`config.mk`:
```
export PLATFORM = sky130hd
export DESIGN_NAME = ram_req_master
export DESIGN_NICKNAME = d
export VERILOG_FILES = /design/src/rtl/ram_req_master.sv
export SDC_FILE = /design/constraint.sdc
export NUM_CORES = 1
export LEC_CHECK = 0
export CAP_MARGIN = 20
export CORE_AREA = 2 2 169 171
export CTS_CLUSTER_DIAMETER = 40
export DETAILED_ROUTE_END_ITERATION = 8
export DIE_AREA = 0 0 171 173
export GPL_TIMING_DRIVEN = 0
export PLACE_DENSITY = 0.87
export RECOVER_POWER = 100
export SKIP_LAST_GASP = 1
export SLEW_MARGIN = 30
export SYNTH_ARGS = -nofsm -noshare
export SYNTH_HDL_FRONTEND = slang
export SYNTH_SLANG_ARGS = --single-unit
```
`constraint.sdc`:
```
create_clock -name clk -period 6.9 [get_ports clk]
set_input_delay 1.035 -clock clk [delete_from_list [all_inputs] [get_ports clk]]
set_output_delay 1.035 -clock clk [all_outputs]
set_load 0.02 [all_outputs]
```
`src/rtl/ram_req_master.sv`:
```
// ram_req_master: command FIFO in front of a single-port RAM request port.
// Commands are issued one at a time. Each one returns exactly one response
// carrying read data and a completion status. A watchdog bounds the wait for
// ram_ready.
module ram_req_master #(
    parameter int unsigned ADDR_WIDTH = 5,
    parameter int unsigned DATA_WIDTH = 32,
    parameter int unsigned FIFO_DEPTH = 8,
    parameter int unsigned TIMEOUT    = 16
) (
    input  logic                          clk,
    input  logic                          rst,
    input  logic                          cmd_valid,
    output logic                          cmd_ready,
    input  logic                          cmd_wr_rd,
    input  logic [ADDR_WIDTH-1:0]         cmd_addr,
    input  logic [DATA_WIDTH-1:0]         cmd_wdata,
    output logic                          rsp_valid,
    input  logic                          rsp_ready,
    output logic                          rsp_wr_rd,
    output logic [ADDR_WIDTH-1:0]         rsp_addr,
    output logic [DATA_WIDTH-1:0]         rsp_rdata,
    output logic [1:0]                    rsp_status,
    output logic                          ram_en,
    output logic                          ram_wr_rd,
    output logic [ADDR_WIDTH-1:0]         ram_addr,
    output logic [DATA_WIDTH-1:0]         ram_din,
    output logic                          ram_valid,
    input  logic [DATA_WIDTH-1:0]         ram_dout,
    input  logic                          ram_ready,
    input  logic                          ram_error,
    output logic                          busy,
    output logic [$clog2(FIFO_DEPTH):0]   fifo_count
);

    localparam int unsigned PTR_W = $clog2(FIFO_DEPTH);
    localparam int unsigned CNT_W = PTR_W + 1;
    localparam int unsigned WD_W  = $clog2(TIMEOUT) + 1;

    localparam logic [CNT_W-1:0] FULL_CNT = CNT_W'(FIFO_DEPTH);
    localparam logic [WD_W-1:0]  WD_LAST  = WD_W'(TIMEOUT - 1);

    localparam logic [1:0] ST_OK      = 2'b00;
    localparam logic [1:0] ST_RAM_ERR = 2'b01;
    localparam logic [1:0] ST_TIMEOUT = 2'b10;

    typedef enum logic [1:0] {
        IDLE  = 2'd0,
        ISSUE = 2'd1,
        RESP  = 2'd2
    } state_t;

    // ------------------------------------------------------------------
    // Command FIFO
    // ------------------------------------------------------------------
    logic                  fifo_wr_rd [FIFO_DEPTH];
    logic [ADDR_WIDTH-1:0] fifo_addr  [FIFO_DEPTH];
    logic [DATA_WIDTH-1:0] fifo_data  [FIFO_DEPTH];

    logic [PTR_W-1:0] wr_ptr;
    logic [PTR_W-1:0] rd_ptr;
    logic [CNT_W-1:0] count_nxt;

    logic push_c;
    logic pop_c;

    logic                  head_wr_rd;
    logic [ADDR_WIDTH-1:0] head_addr;
    logic [DATA_WIDTH-1:0] head_data;

    state_t state;
    state_t state_nxt;

    assign push_c = cmd_valid && cmd_ready;
    assign pop_c  = (state == IDLE) && (fifo_count != '0);

    assign head_wr_rd = fifo_wr_rd[rd_ptr];
    assign head_addr  = fifo_addr[rd_ptr];
    assign head_data  = fifo_data[rd_ptr];

    // Next occupancy; a simultaneous push and pop leaves it unchanged.
    always_comb begin
        count_nxt = fifo_count;
        case ({push_c, pop_c})
            2'b10:   count_nxt = fifo_count + CNT_W'(1);
            2'b01:   count_nxt = fifo_count - CNT_W'(1);
            default: count_nxt = fifo_count;
        endcase
    end

    // FIFO pointers and occupancy. cmd_ready follows the registered count,
    // so a pop cannot open a slot to a push in the same cycle.
    always_ff @(posedge clk) begin
        if (rst) begin
            wr_ptr     <= '0;
            rd_ptr     <= '0;
            fifo_count <= '0;
            cmd_ready  <= 1'b1;
        end else begin
            if (push_c) begin
                wr_ptr <= wr_ptr + PTR_W'(1);
            end
            if (pop_c) begin
                rd_ptr <= rd_ptr + PTR_W'(1);
            end
            fifo_count <= count_nxt;
            cmd_ready  <= (count_nxt != FULL_CNT);
        end
    end

    // FIFO storage. It needs no reset: the pointers define what is valid.
    always_ff @(posedge clk) begin
        if (push_c) begin
            fifo_wr_rd[wr_ptr] <= cmd_wr_rd;
            fifo_addr[wr_ptr]  <= cmd_addr;
            fifo_data[wr_ptr]  <= cmd_wdata;
        end
    end

    // ------------------------------------------------------------------
    // Transaction FSM with registered RAM and response outputs
    // ------------------------------------------------------------------
    logic [WD_W-1:0]       wd;
    logic [WD_W-1:0]       wd_nxt;
    logic                  work_wr_rd;
    logic                  work_wr_rd_nxt;
    logic [ADDR_WIDTH-1:0] work_addr;
    logic [ADDR_WIDTH-1:0] work_addr_nxt;

    logic                  ram_en_nxt;
    logic                  ram_valid_nxt;
    logic                  ram_wr_rd_nxt;
    logic [ADDR_WIDTH-1:0] ram_addr_nxt;
    logic [DATA_WIDTH-1:0] ram_din_nxt;

    logic                  rsp_valid_nxt;
    logic                  rsp_wr_rd_nxt;
    logic [ADDR_WIDTH-1:0] rsp_addr_nxt;
    logic [DATA_WIDTH-1:0] rsp_rdata_nxt;
    logic [1:0]            rsp_status_nxt;

    // State register and registered outputs.
    always_ff @(posedge clk) begin
        if (rst) begin
            state      <= IDLE;
            wd         <= '0;
            work_wr_rd <= 1'b0;
            work_addr  <= '0;
            ram_en     <= 1'b0;
            ram_valid  <= 1'b0;
            ram_wr_rd  <= 1'b0;
            ram_addr   <= '0;
            ram_din    <= '0;
            rsp_valid  <= 1'b0;
            rsp_wr_rd  <= 1'b0;
            rsp_addr   <= '0;
            rsp_rdata  <= '0;
            rsp_status <= '0;
            busy       <= 1'b0;
        end else begin
            state      <= state_nxt;
            wd         <= wd_nxt;
            work_wr_rd <= work_wr_rd_nxt;
            work_addr  <= work_addr_nxt;
            ram_en     <= ram_en_nxt;
            ram_valid  <= ram_valid_nxt;
            ram_wr_rd  <= ram_wr_rd_nxt;
            ram_addr   <= ram_addr_nxt;
            ram_din    <= ram_din_nxt;
            rsp_valid  <= rsp_valid_nxt;
            rsp_wr_rd  <= rsp_wr_rd_nxt;
            rsp_addr   <= rsp_addr_nxt;
            rsp_rdata  <= rsp_rdata_nxt;
            rsp_status <= rsp_status_nxt;
            busy       <= (state_nxt != IDLE) || (count_nxt != '0);
        end
    end

    // Next state and next output values; everything holds unless changed.
    always_comb begin
        state_nxt      = state;
        wd_nxt         = wd;
        work_wr_rd_nxt = work_wr_rd;
        work_addr_nxt  = work_addr;
        ram_en_nxt     = ram_en;
        ram_valid_nxt  = ram_valid;
        ram_wr_rd_nxt  = ram_wr_rd;
        ram_addr_nxt   = ram_addr;
        ram_din_nxt    = ram_din;
        rsp_valid_nxt  = rsp_valid;
        rsp_wr_rd_nxt  = rsp_wr_rd;
        rsp_addr_nxt   = rsp_addr;
        rsp_rdata_nxt  = rsp_rdata;
        rsp_status_nxt = rsp_status;

        case (state)
            IDLE: begin
                if (fifo_count != '0) begin
                    state_nxt      = ISSUE;
                    wd_nxt         = '0;
                    work_wr_rd_nxt = head_wr_rd;
                    work_addr_nxt  = head_addr;
                    ram_en_nxt     = 1'b1;
                    ram_valid_nxt  = 1'b1;
                    ram_wr_rd_nxt  = head_wr_rd;
                    ram_addr_nxt   = head_addr;
                    ram_din_nxt    = head_data;
                end
            end

            ISSUE: begin
                if (ram_ready) begin
                    // Completion takes priority over a watchdog expiry in the same cycle.
                    state_nxt      = RESP;
                    rsp_valid_nxt  = 1'b1;
                    rsp_wr_rd_nxt  = work_wr_rd;
                    rsp_addr_nxt   = work_addr;
                    rsp_status_nxt = ram_error ? ST_RAM_ERR : ST_OK;
                    rsp_rdata_nxt  = (!work_wr_rd && !ram_error) ? ram_dout : '0;
                    ram_en_nxt     = 1'b0;
                    ram_valid_nxt  = 1'b0;
                    ram_wr_rd_nxt  = 1'b0;
                    ram_addr_nxt   = '0;
                    ram_din_nxt    = '0;
                end else if (wd == WD_LAST) begin
                    state_nxt      = RESP;
                    rsp_valid_nxt  = 1'b1;
                    rsp_wr_rd_nxt  = work_wr_rd;
                    rsp_addr_nxt   = work_addr;
                    rsp_status_nxt = ST_TIMEOUT;
                    rsp_rdata_nxt  = '0;
                    ram_en_nxt     = 1'b0;
                    ram_valid_nxt  = 1'b0;
                    ram_wr_rd_nxt  = 1'b0;
                    ram_addr_nxt   = '0;
                    ram_din_nxt    = '0;
                end else begin
                    wd_nxt = wd + WD_W'(1);
                end
            end

            RESP: begin
                if (rsp_ready) begin
                    state_nxt     = IDLE;
                    rsp_valid_nxt = 1'b0;
                end
            end

            default: begin
                state_nxt = IDLE;
            end
        endcase
    end

endmodule
```
### Word-level counts from Yosys, hierarchy flattened

Memory sizes are Yosys's and may differ from the RTL's. A register that Yosys moved wholly into a read port is not among the register bits.
Index checks and enable logic that the tools add are counted.
Widths: inputs -> output; s select.

* memory bits (read-only): 0
* RAM bits: 304
* bits in latches: 0
* register bits after elaboration: 105
* input port bits: 76
* word-level logic and storage cells: 100
* memories: 3

Memories
* fifo_data: words 8, width 32, rd ports 1, clocked after memory_dff 1, wr ports 1, RTL line 58 `logic [DATA_WIDTH-1:0] fifo_data [FIFO_DEPTH];`
* fifo_addr: words 8, width 5, rd ports 1, clocked after memory_dff 1, wr ports 1, RTL line 57 `logic [ADDR_WIDTH-1:0] fifo_addr [FIFO_DEPTH];`
* fifo_wr_rd: words 8, width 1, rd ports 1, clocked after memory_dff 1, wr ports 1, RTL line 56 `logic fifo_wr_rd [FIFO_DEPTH];`

* add/sub/neg operators: 5
* equality and inequality tests: 11
* mux-type cells: 45
* bitwise operators: 0
* multiply operators: 0
* divide/modulo/power cells: 0
* $lt $le $gt $ge: 0
* shifts and indexed selects: 0
* reductions and logical operators: 18

Operator list (number)
* $mux 32: 5
* $pmux 32 s2: 1
* $mux 5: 8
* $pmux 5 s2: 2
* $mux 3: 6
* $mux 1: 12
* $mux 2: 6
* $pmux 4 s2: 1
* $reduce_bool 2->1: 4
* $reduce_bool 4->1: 2
* $add 3x1->3 const B: 2
* $ne 2x2->1 const B: 3
* $pmux 1 s2: 3
* $pmux 2 s3: 1
* $reduce_and 3->1: 2
* $add 5x1->5 const B: 1
* $eq 5x4->1 const B: 1
* $add 4x1->4 const B: 1
* $eq 2x1->1 const B: 2
* $eq 2x2->1 const B: 2
* $ne 4x4->1 const B: 1
* $reduce_and 2->1: 2
* $reduce_and 4->1: 1
* $sub 4x1->4 const B: 1
* 6 further kinds: 9

### Logic depth before layout (Yosys ltp)

* word-level depth: 6
* gate-level depth with buffers: 10
* depth with buffers taken out: 9

### Least setup slack after synthesis

OpenSTA, ideal clock, no wires.

* path kind: input to register
* from: in cmd_valid
* to: mem fifo_addr[0][0] (enable)
* path buffers: 0
* arrival: 4.834 ns
* slack: 1.538 ns
* cell stages on the path: 2
* required time: 6.372 ns
* cells stage by stage: nand2_1 > nor4_1

* longest elaborated chain between the ends: 3

Ends and longest elaborated chain
* start, declared: RTL line 13 `input logic cmd_valid,`
* $logic_and 1x1->1: RTL line 74 `assign push_c = cmd_valid && cmd_ready;`
* $mux 1: RTL line 113 `if (push_c) begin`
* $mux 1 (not written as such): RTL line 115 `fifo_addr[wr_ptr] <= cmd_addr;`
* end, declared: RTL line 57

No other way between the ends.

### Worst setup path after layout

* from: in cmd_valid
* to: mem fifo_data[7][11] (enable)

* longest elaborated chain between the ends: 3

Ends and longest elaborated chain
* $logic_and 1x1->1: RTL line 74
* $mux 1: RTL line 113
* $mux 1 (not written as such): RTL line 116 `fifo_data[wr_ptr] <= cmd_wdata;`
* end, declared: RTL line 58

No other way between the ends.

==> out/metrics.cfg <==
[worst_setup_path]
rr_startpoint = wr_ptr[2]$_SDFFE_PP0P_
r2r_cells = 4
critPathLaunch = cmd_valid
r2r_end = fifo_data[7][11]$_DFFE_PP_
crit_path_end_kind = flip-flop
worstPathRequired_ns = 7.04
worstSetupStartpointType = primary input
worstPathArrival_ns = 4.87
rrSetupSlack_ns = 2.90
setup.worst_path.end = fifo_data[7][11]$_DFFE_PP_
crit_fanout = 15
criticalPathCategory = primary input to flip-flop

[logic_synthesis]
synthFlopType = edfxtp_1
synth_cells = 890
synth.distinct_cells = 43
synth_edf_count = 304
ys_seq_elements = 412
async_flop_share_pct = 0
yosys_warnings = 0
seq_area_frac_synth_pct = 73.6
syn-num-nets = 972
avgSynthCellArea_um2 = 17.2
synth_area_mm2 = 0.0153

[timing]
tightestPinTransition_ns = 1.46
finalCriticalPeriod_ns = 4.72
max_freq_mhz = 212
maxSlewViolCount = 0
setup_slack_ns = 2.18
setup_violations = 0
finalCritPeriodShare_pct = 68.5
rsz0062_at_grt = false
fin_hold_ws_ns = 0.453
clock_skew_ns = 0.0113
setup_tns_ns = 0
hold_violations = 0
relSlewSlack_pct = 2.52

[placement]
numPlacedInstances = 1469
numPortBuffers = 161
pre_cts_slack_ns = 3.44
routabilityCongestion = 0.814
place_hpwl_um = 24000

[cells_and_area]
fill_cells = 1792
final_layout_size_suffix_gt1_share_pct = 14.1
final_cells = 1553
fin_nets = 1218
area_growth_pct = 24.2

[floorplan]
row_count = 61
die_h_um = 173
die-area_mm2 = 0.0296
start_util_pct = 55.6
num_io_pins = 163
die_w_um = 171
coreArea_mm2 = 0.0276

[power]
power.density_mw_per_mm2 = 383
p_leak_nw = 6.60
vdd_drop_max_uv = 305

[grt]
grt_usage_pct = 24.8
grt_pass1_vias = 9340
grt_max_degree = 17
grt_overflow = 0
grt_pass1_wl_um = 54700
antenna_found_initial = 5

[job]
maxCapViolCount = 0

[drt]
drtPass1Iterations = 5
wire_per_inst_um = 23.5
ant_nets = 0
drtIter0Drc = 899
num_vias = 9112
drt-total-wl_um = 36500
drc = 0
via_per_inst = 5.87

[clock_network]
htree_levels = 2
cts_buffers = 43
cts_hold_buf = 0
clock_path_buffers = 3
cts_resized = 0
clk-insertion-delay-late_ns = 0.53
cts_setup_buffers = 0
clkSinkCount = 412
cts_tree = yes
root_buffer = clkbuf_16
clkTransAtPathRegs_ns = 0.06

[status]
outcome = finished, final reports clean

[min_path]
hp-class = flip-flop to flip-flop

## synth_stat cells (all sizes together), types with 7 or more instances
master / n / share of area [%]
a21oi: 16 / 0.52
nand2: 24 / 0.60
nor2: 129 / 3.2
xor2: 8 / 0.46
buf: 30 / 1.2
edfxtp: 304 / 59
a21o: 13 / 0.64
a31oi: 34 / 1.4
a22oi: 32 / 1.6
clkbuf: 26 / 0.64
nor3: 7 / 0.26
dfxtp: 108 / 14
mux2i: 40 / 2.6
mux4: 76 / 11
## per-stage QoR
stage / util, % / area (um^2) / power (mW)
floorplan: - / 15300 / 4.27
global placement: 63.1 / 17400 / 4.92
detailed placement: 64.8 / 17900 / 5.00
CTS: 70.2 / 19400 / 7.44
global route: 69.0 / 19100 / 7.57
finish: 69.0 / 19100 / 7.29
## critical path, cell delays in order
cell	delay, ns
dlygate4sd3_1	0.72
nand3_1	0.23
nor2_1	1.14
clkbuf_1	0.89
clkbuf_1	0.82
## routing by layer
layer,vias to the layer above,share of wire [%],global-route usage (%)
li1,3958,-,-
met1,4567,38,32.3
met2,508,51,41.9
met3,79,8.0,4.46
met4,0,2.6,9.39
met5,-,0,0
## logic make-up after synthesis
group	Yosys count	share of synthesized area, %
flip-flops	412	73.6
AND/OR/NAND/NOR	184	5.21
multiplexers	116	13.8
AO/OA/AOI/OAI	102	4.42
buffers and inverters	58	1.87
XOR/XNOR	12	0.685
adder cells (fa/ha/maj)	6	0.489
## flip-flops by register name, indices dropped and copies added, names as in the netlist, 2 cells and up, named ones only
name,cells
work_addr,5
fifo_wr_rd,8
rd_ptr,3
wr_ptr,3
wd,5
rsp_addr,5
ram_din,32
fifo_data,256
rsp_status,2
fifo_addr,40
ram_addr,5
state,2
fifo_count,4
rsp_rdata,32
## power breakdown
part / total [mW] / internal, mW / switching (mW)
sequential: 3.06 / 2.93 / 0.135
combinational: 1.80 / 0.744 / 1.06
clock: 2.43 / 1.52 / 0.912
## how the worst min path moves through the flow
stage	cells after the start	startpoint	slack, ns	endpoint
finish	1	ram_addr[1]$_SDFFE_PP0P_	0.45	ram_addr[1]$_SDFFE_PP0P_
global route	2	rsp_addr[0]$_SDFFE_PP0P_	0.48	rsp_addr[0]$_SDFFE_PP0P_
floorplan	1	work_addr[0]$_SDFFE_PP0P_	0.43	work_addr[0]$_SDFFE_PP0P_
CTS	1	work_addr[3]$_SDFFE_PP0P_	0.45	work_addr[3]$_SDFFE_PP0P_
global placement	1	work_addr[3]$_SDFFE_PP0P_	0.43	work_addr[3]$_SDFFE_PP0P_
detailed placement	1	work_addr[3]$_SDFFE_PP0P_	0.44	work_addr[3]$_SDFFE_PP0P_
## final cells by class
class	instances	area, um^2	share of cell area, %
flip-flops and latches	412	11300	59.2
multi-input cells	420	3750	19.7
repair buffers	201	1760	9.24
clock buffers	61	1240	6.49
well taps	378	473	2.48
clock inverters	18	279	1.46
plain buffers	56	246	1.29
diodes	5	12.5	0.0656
inverters	2	7.51	0.0394
## cells in the final DEF, fill, tap and decap left out, types with 3 or more instances in the layout
master	n
a22oi_1	32
edfxtp_1	304
nor4_1	3
a21o_1	13
xnor2_1	4
dfxtp_1	108
nor3_1	6
o21ai_0	3
clkbuf_16	45
a21oi_1	16
buf_2	14
a31oi_1	34
mux2i_1	40
clkbuf_8	5
nand2_1	24
clkbuf_1	87
clkdlybuf4s50_1	34
bufinv_16	7
nand2b_1	5
nand3_1	5
clkinv_2	8
dlygate4sd3_1	127
nor2_1	128
ha_1	6
diode_2	5
mux4_2	76
xor2_1	8
Power figures use the tool's default switching activity.
